===== src/rtl/fetch_align.sv =====
// rtl/fetch_align.sv - instruction fetch and 16/32-bit realignment ahead of decode
module fetch_align #(
  parameter logic [31:0] RESET_PC = 32'h0000_0000
) (
  input  logic        clk,
  input  logic        rst,
  output logic        imem_req,
  output logic [31:0] imem_addr,
  input  logic [31:0] imem_rdata,
  input  logic        imem_rvalid,
  input  logic        stall_l1,
  input  logic        jump_en_l1,
  input  logic [31:0] jump_addr_l1,
  input  logic        jump_en_ex,
  input  logic [31:0] jump_addr_ex,
  output logic [31:0] ins_l1,
  output logic [31:0] pc_l1,
  output logic        valid_l1
);

  localparam logic [1:0]  S_IDLE = 2'd0;
  localparam logic [1:0]  S_WAIT = 2'd1;
  localparam logic [1:0]  S_KILL = 2'd2;
  localparam logic [31:0] NOP    = 32'h0000_0013;

  logic [1:0]  r_state;
  logic [31:0] r_fetch_pc;
  logic [31:0] r_req_pc;
  logic [31:0] r_wbuf;
  logic [31:0] r_wpc;
  logic        r_wbuf_v;
  logic [15:0] r_hbuf;
  logic [31:0] r_hpc;
  logic        r_hbuf_v;
  logic        r_drop_low;
  logic [31:0] r_ins;
  logic [31:0] r_pc;
  logic        r_valid;

  logic        w_redir;
  logic [31:0] w_target;
  logic        w_unused_target_bit0;
  logic        w_can_load;
  logic        w_req;
  logic        w_emit;
  logic [31:0] w_emit_ins;
  logic [31:0] w_emit_pc;
  logic        w_wbuf_clr;
  logic        w_hbuf_clr;
  logic        w_hbuf_load;
  logic        w_drop_clr;
  logic [31:0] w_wpc2;

  // A decode redirect only counts when the jal actually leaves l1; execute always wins.
  assign w_redir    = jump_en_ex || (jump_en_l1 && r_valid && !stall_l1);
  assign w_target   = jump_en_ex ? jump_addr_ex : jump_addr_l1;
  assign w_unused_target_bit0 = w_target[0];
  assign w_can_load = !r_valid || !stall_l1;
  assign w_req      = !rst && (r_state == S_IDLE) && !r_wbuf_v && !w_redir;
  assign w_wpc2     = r_wpc + 32'd2;

  assign imem_req  = w_req;
  assign imem_addr = r_fetch_pc;
  assign ins_l1    = r_ins;
  assign pc_l1     = r_pc;
  assign valid_l1  = r_valid;

  // Assembly: pick at most one action per cycle from the half/word buffers, in priority order.
  always_comb begin
    w_emit      = 1'b0;
    w_emit_ins  = NOP;
    w_emit_pc   = r_pc;
    w_wbuf_clr  = 1'b0;
    w_hbuf_clr  = 1'b0;
    w_hbuf_load = 1'b0;
    w_drop_clr  = 1'b0;
    if (w_can_load && !w_redir) begin
      if (r_hbuf_v && (r_hbuf[1:0] != 2'b11)) begin
        w_emit     = 1'b1;
        w_emit_ins = {16'h0000, r_hbuf};
        w_emit_pc  = r_hpc;
        w_hbuf_clr = 1'b1;
      end else if (r_wbuf_v && r_hbuf_v) begin
        w_emit      = 1'b1;
        w_emit_ins  = {r_wbuf[15:0], r_hbuf};
        w_emit_pc   = r_hpc;
        w_hbuf_load = 1'b1;
        w_wbuf_clr  = 1'b1;
      end else if (r_wbuf_v && r_drop_low) begin
        w_hbuf_load = 1'b1;
        w_drop_clr  = 1'b1;
        w_wbuf_clr  = 1'b1;
      end else if (r_wbuf_v && (r_wbuf[1:0] != 2'b11)) begin
        w_emit      = 1'b1;
        w_emit_ins  = {16'h0000, r_wbuf[15:0]};
        w_emit_pc   = r_wpc;
        w_hbuf_load = 1'b1;
        w_wbuf_clr  = 1'b1;
      end else if (r_wbuf_v) begin
        w_emit     = 1'b1;
        w_emit_ins = r_wbuf;
        w_emit_pc  = r_wpc;
        w_wbuf_clr = 1'b1;
      end
    end
  end

  // Request FSM: one outstanding fetch; a redirect during a fetch kills the returning word.
  always_ff @(posedge clk) begin
    if (rst) begin
      r_state <= S_IDLE;
    end else begin
      case (r_state)
        S_IDLE:  if (w_req) r_state <= S_WAIT;
        S_WAIT: begin
          if (imem_rvalid)  r_state <= S_IDLE;
          else if (w_redir) r_state <= S_KILL;
        end
        S_KILL:  if (imem_rvalid) r_state <= S_IDLE;
        default: r_state <= S_IDLE;
      endcase
    end
  end

  // Fetch pointer: restart on redirect, otherwise advance one word per issued request.
  always_ff @(posedge clk) begin
    if (rst) begin
      r_fetch_pc <= {RESET_PC[31:2], 2'b00};
      r_req_pc   <= {RESET_PC[31:2], 2'b00};
    end else if (w_redir) begin
      r_fetch_pc <= {w_target[31:2], 2'b00};
    end else if (w_req) begin
      r_req_pc   <= r_fetch_pc;
      r_fetch_pc <= r_fetch_pc + 32'd4;
    end
  end

  // Word buffer: filled by a live response, drained by assembly, flushed by redirects.
  always_ff @(posedge clk) begin
    if (rst) begin
      r_wbuf_v <= 1'b0;
      r_wbuf   <= 32'h0;
      r_wpc    <= 32'h0;
    end else if (w_redir) begin
      r_wbuf_v <= 1'b0;
    end else if ((r_state == S_WAIT) && imem_rvalid) begin
      r_wbuf_v <= 1'b1;
      r_wbuf   <= imem_rdata;
      r_wpc    <= r_req_pc;
    end else if (w_wbuf_clr) begin
      r_wbuf_v <= 1'b0;
    end
  end

  // Half buffer: carries the upper half of a word into the next assembly step.
  always_ff @(posedge clk) begin
    if (rst) begin
      r_hbuf_v <= 1'b0;
      r_hbuf   <= 16'h0;
      r_hpc    <= 32'h0;
    end else if (w_redir) begin
      r_hbuf_v <= 1'b0;
    end else if (w_hbuf_load) begin
      r_hbuf_v <= 1'b1;
      r_hbuf   <= r_wbuf[31:16];
      r_hpc    <= w_wpc2;
    end else if (w_hbuf_clr) begin
      r_hbuf_v <= 1'b0;
    end
  end

  // Drop-low flag: a target at pc%4==2 discards the low half of its first word.
  always_ff @(posedge clk) begin
    if (rst) begin
      r_drop_low <= RESET_PC[1];
    end else if (w_redir) begin
      r_drop_low <= w_target[1];
    end else if (w_drop_clr) begin
      r_drop_low <= 1'b0;
    end
  end

  // l1 register: load on emit, bubble to NOP when consumed, hold under stall.
  always_ff @(posedge clk) begin
    if (rst) begin
      r_valid <= 1'b0;
      r_ins   <= NOP;
      r_pc    <= RESET_PC;
    end else if (w_redir) begin
      r_valid <= 1'b0;
      r_ins   <= NOP;
    end else if (w_emit) begin
      r_valid <= 1'b1;
      r_ins   <= w_emit_ins;
      r_pc    <= w_emit_pc;
    end else if (!stall_l1) begin
      r_valid <= 1'b0;
      r_ins   <= NOP;
    end
  end

endmodule


===== config.mk =====
export PLATFORM = sky130hd
export DESIGN_NAME = fetch_align
export DESIGN_NICKNAME = d
export VERILOG_FILES = /design/src/rtl/fetch_align.sv
export SDC_FILE = /design/constraint.sdc
export NUM_CORES = 1
export LEC_CHECK = 0
export CORE_MARGIN = 3
export CORE_UTILIZATION = 51
export DETAILED_ROUTE_END_ITERATION = 10
export PLACE_DENSITY = 0.79
export SLEW_MARGIN = 20
export SYNTH_ARGS = -nofsm -noshare
export SYNTH_HDL_FRONTEND = slang
export SYNTH_SLANG_ARGS = --single-unit

===== constraint.sdc =====
create_clock -name clk -period 3.09 [get_ports clk]
set_input_delay 0.927 -clock clk [delete_from_list [all_inputs] [get_ports clk]]
set_output_delay 0.927 -clock clk [all_outputs]
set_load 0.01 [all_outputs]

### Word-level counts from Yosys, hierarchy flattened

Cells that the tools add are included.

| cells by class | value |
|---|---|
| add/subtract/negate cells | 2 |
| equal/unequal tests | 9 |
| muxes and demuxes | 50 |
| bitwise gates (word level) | 1 |
| reductions and logical operators | 30 |

Operator list:

| cell | number |
|---|---|
| $mux 32 | 16 |
| $add 32x2->32 const B | 1 |
| $add 32x3->32 const B | 1 |
| $mux 1 | 29 |
| $logic_and 1x1->1 | 11 |
| $mux 2 | 4 |
| $ne 2x2->1 const B | 4 |
| $reduce_bool 2->1 | 4 |
| $ne 3x3->1 const B | 2 |
| $pmux 2 s3 | 1 |
| $reduce_and 2->1 | 3 |
| $logic_not 1->1 | 5 |
| $reduce_and 5->1 | 1 |
| $reduce_bool 4->1 | 1 |
| $reduce_and 3->1 | 1 |
| $eq 2x1->1 const B | 1 |
| $eq 2x2->1 const B | 1 |
| $logic_not 2->1 | 1 |
| $logic_or 1x1->1 | 2 |
| $ne 2x1->1 const B | 1 |
| $reduce_or 2->1 | 1 |
| $not 1->1 | 1 |

| word-level totals | value |
|---|---|
| flip-flop bits (word level) | 246 |
| bits of input ports | 102 |
| output and inout bits | 98 |
| logic and storage cells | 106 |

### Longest topological paths before layout

| depth | value |
|---|---|
| word-level depth | 9 |
| gate-level depth with buffers | 9 |
| mapped depth without buffers | 6 |

### Least setup slack after synthesis

Ideal clock, no wire load.

| timing | value |
|---|---|
| path kind | input-to-output |
| start point | in stall_l1 |
| end point | out imem_req |
| arrival time | 2115 ps |
| required time | 2163 ps |
| path slack | 48 ps |
| stages on the path | 7 |
| path buffers | 3 |
| path through | clkbuf_1 and3b_1 clkbuf_1 nor2_1 nand2_1 inv_2 clkbuf_1 |

| on the way | value |
|---|---|
| longest elaborated chain between the ends | 5 |

RTL lines:

| what | RTL line | source |
|---|---|---|
| start, declared | 11 | `input logic stall_l1,` |
| $logic_not 1->1 | -- |  |
| $logic_and 1x1->1 | 55 | `assign w_redir = jump_en_ex \|\| (jump_en_l1 && r_valid && !stall_l1);` |
| $logic_or 1x1->1 | 55 |  |
| $logic_not 1->1 | 59 | `assign w_req = !rst && (r_state == S_IDLE) && !r_wbuf_v && !w_redir;` |
| $logic_and 1x1->1 | 59 |  |
| end, declared | 7 | `output logic imem_req,` |

No other way between the ends.

### Worst setup path in the final report

Same ends and word-level chain as after synthesis.

==> metrics <==
initial core utilization=53.0%; Num CTS Buffers=24; Min-Delay Path Depth=2; Ys Warns=0; CP required=around 2.2 ns; CP Max Fanout=2; Slew @ Worst Pin=1.03 ns; vias per inst=about 5.7; peak supply drop=468 uV; DRT Pass-1 Iters=6; Final Worst Setup Slack=0.0926 ns; Comb pwr share=7.0%; initial antenna violation count=0; normalized max-slew margin=31.5%; DP Area=11900 sq um; register area=approximately 4800 sq um; Setup CP Type=input port to output pin; Synth Instances=1236; synthesized area per cell=7.89 sq um; Max Cap Viol=0; number of port buffers=194; Fillers=1493; via count=9389; WL per Instance=17.1 um; power per cell area=542 nW/um^2; CTS H-tree depth=1; Mapped Area=around 10000 sq um; initial DRC count=774; largest net degree at the start of global routing=88; ys flop type=dfxtp_1; status=finished, final reports clean; Layout area overhead=32.0%; CTS Root Cell=clkbuf_16; Adder-Cell Fraction of Synth Area=0.128%; crit share post-route=around 97%; overall routed net length=28000 um; Worst R2R Setup Slack=about 0.66 ns; Net Sw Frac=21.6%; power share of the clock group=47.2%; Final Net Count=~1500; fin area=around 13000 sq um; number of global-route vias before repair=8581; hold buffer count at cts=0; diode count=0; CTS tree=yes; Placer Congestion=0.929; IO Count=200; async set or reset register ratio after synthesis=0%; # rows=a little under 50; Post-Synth Simple-Gate Area=24.2%; pre-CTS setup slack=-0.373 ns; chip height=144 um; Core Area=18400 sq um; largest family of logic cells by synthesized area=simple AND/OR/NAND/NOR gates; all-layer global routing usage=26.3%; Synth area leaders=dfxtp_1 (49%), nand2_1 (15%), a21oi_1 (9.4%); Hold Path End=r_wpc[21]; Seq/Total Area, Yosys=48.8%; post-synth top area share=48.8%; r2r endpoint=imem_addr[30]; CP Data Arrival Time=2.07 ns; Net Sw Power=0.00151 W; Sink Count=238; commonest non-fill, non-tap cell in the layout=nand2_1; Seq pwr share=a little under half; min-delay src=r_req_pc[21]; synthesized flop and latch total=238; Chip Width=~140 um; Reg2Reg Depth=7; Max Freq=0.334 GHz; global route overflow=0; leakage power=between 4 and 5 nW; layout cells sized above 1=7.01%; Clock Latency Late Sink=0.52 ns; Final setup viols=0; startpoint class of the critical path=input port; Worst setup EP type=output pin; detailed placement HPWL=18800 um; xor-xnor portion of the synthesized cell area=2.06%; Worst Hold Class=flip-flop to flip-flop; Reg clk slew, reported paths=0.06 ns; skew final=about 0.017 ns; final hold vios=0; mux cell area share after synthesis=0.333%; number of enable flip-flop cells after synthesis=0; first-pass GRT wire length=44800 um; DR DRC count=0; most frequent cells in the layout=nand2_1 (380), dfxtp_1 (238), clkdlybuf4s50_1 (191); unique cell type count in the Yosys netlist=59; Reg2Reg Launch Point=imem_addr[3]; Slew Limit Fails=0; multi-input logic area=4610 sq um; dominant cell type by area after synthesis=dfxtp_1; die area=between 20000 and 25000 sq um; Compound-Gate Fraction of Synth Area=20.0%; unrepaired setup endpoints after global routing=false; Bufs on Longest Clock Path=3; fin crit period=3.00 ns; P_int=0.00547 W; Antenna Nets Post-Route=0
[metal layers]
layer  wire [um]  global-route usage, %  vias up
met5           0                      0        -
met3        1940                   4.20       33
met2       12800                   41.0      348
li1            -                      -     4558
met4         451                   5.94        0
met1       12800                   38.4     4450
[timing repair]
item,CTS,global route
setup endpoints to repair,1,1
buffers inserted,0,1
pin swaps,0,1
gates resized for setup,5,3
cloned,0,0
[per-stage QoR]
stage | total power (W) | hold WS [ns] | cells | TNS (ns) | util [%]
2_1_floorplan | 0.00346 | 0.432 | 1238 | 0 | -
3_3_place_gp | 0.00374 | 0.440 | 1596 | -0.378 | 65.0
3_5_place_dp | 0.00374 | 0.445 | 1596 | -0.373 | 65.0
4_1_cts | 0.00700 | 0.454 | 1640 | 0 | 70.0
5_1_grt | 0.00719 | 0.468 | 1641 | 0 | 70.0
6_report | 0.00697 | 0.449 | 1641 | 0 | 70.0
[worst max-delay path: stages]
cell,delay [ns]
clkdlybuf4s50_1,0.47
and3b_2,0.23
nor2_4,0.13
nand2_2,0.08
inv_2,0.10
buf_2,0.13
[cells in the mapped netlist, drive strengths merged (5+ instances only)]
cell and number:
nand2 381, dfxtp 238, a21oi 183, clkbuf 83, nor2 66, a311oi 32, o2bb2ai 27, and3 16
buf 16, nand4 16, a22oi 14, nor3 14, nor2b 13, xor2 13, nand3 12, o21ai 12
xnor2 10, inv 8, nor4 8, o22ai 8, a2111oi 7, nand2b 7, a211oi 5
[state kept, by name (all words and copies together), names as in the netlist]
register and flops:
ins_l1 32, r_wpc 30, r_req_pc 30, r_wbuf 32
r_state 2, r_hbuf_v 1, r_wbuf_v 1, r_hbuf 16
imem_addr 30, valid_l1 1, pc_l1 31, r_hpc 31
r_drop_low 1
[power by group through the flow]
stage / clock [W] / combinational [W] / sequential [W]
finish: 0.00329 / 0.000490 / 0.00320
global route: 0.00346 / 0.000528 / 0.00320
CTS: 0.00332 / 0.000488 / 0.00319
detailed placement: 0 / 0.000484 / 0.00326
global placement: 0 / 0.000480 / 0.00326
floorplan: 0 / 0.000212 / 0.00325
[worst max path at each step]
stage	from	to	slack (ns)	cells past startpoint
6_report	stall_l1	imem_req	0.09	6
5_1_grt	stall_l1	imem_req	0.04	6
4_1_cts	stall_l1	imem_req	0.003	6
3_5_place_dp	stall_l1	imem_req	-0.37	6
3_3_place_gp	stall_l1	imem_req	-0.38	6
2_1_floorplan	stall_l1	imem_req	0.05	7
[cell families (layout without fill, tap and decap cells)]
kind of cell,count (synthesis),in the layout
other cells,1,3
fa+ha+maj,1,1
flops,238,238
xor+xnor,23,23
mux,3,3
compound gates,311,311
simple gates,552,552
buf+inv,107,281
[final cells by class]
class	count	share of cell area [%]
flip-flops and latches	238	37.0
multi-input cells	893	35.8
repair buffers	229	17.6
clock buffers	32	5.45
well taps	229	2.23
clock inverters	12	1.65
inverters	8	0.233
Power figures use the tool's default switching activity.
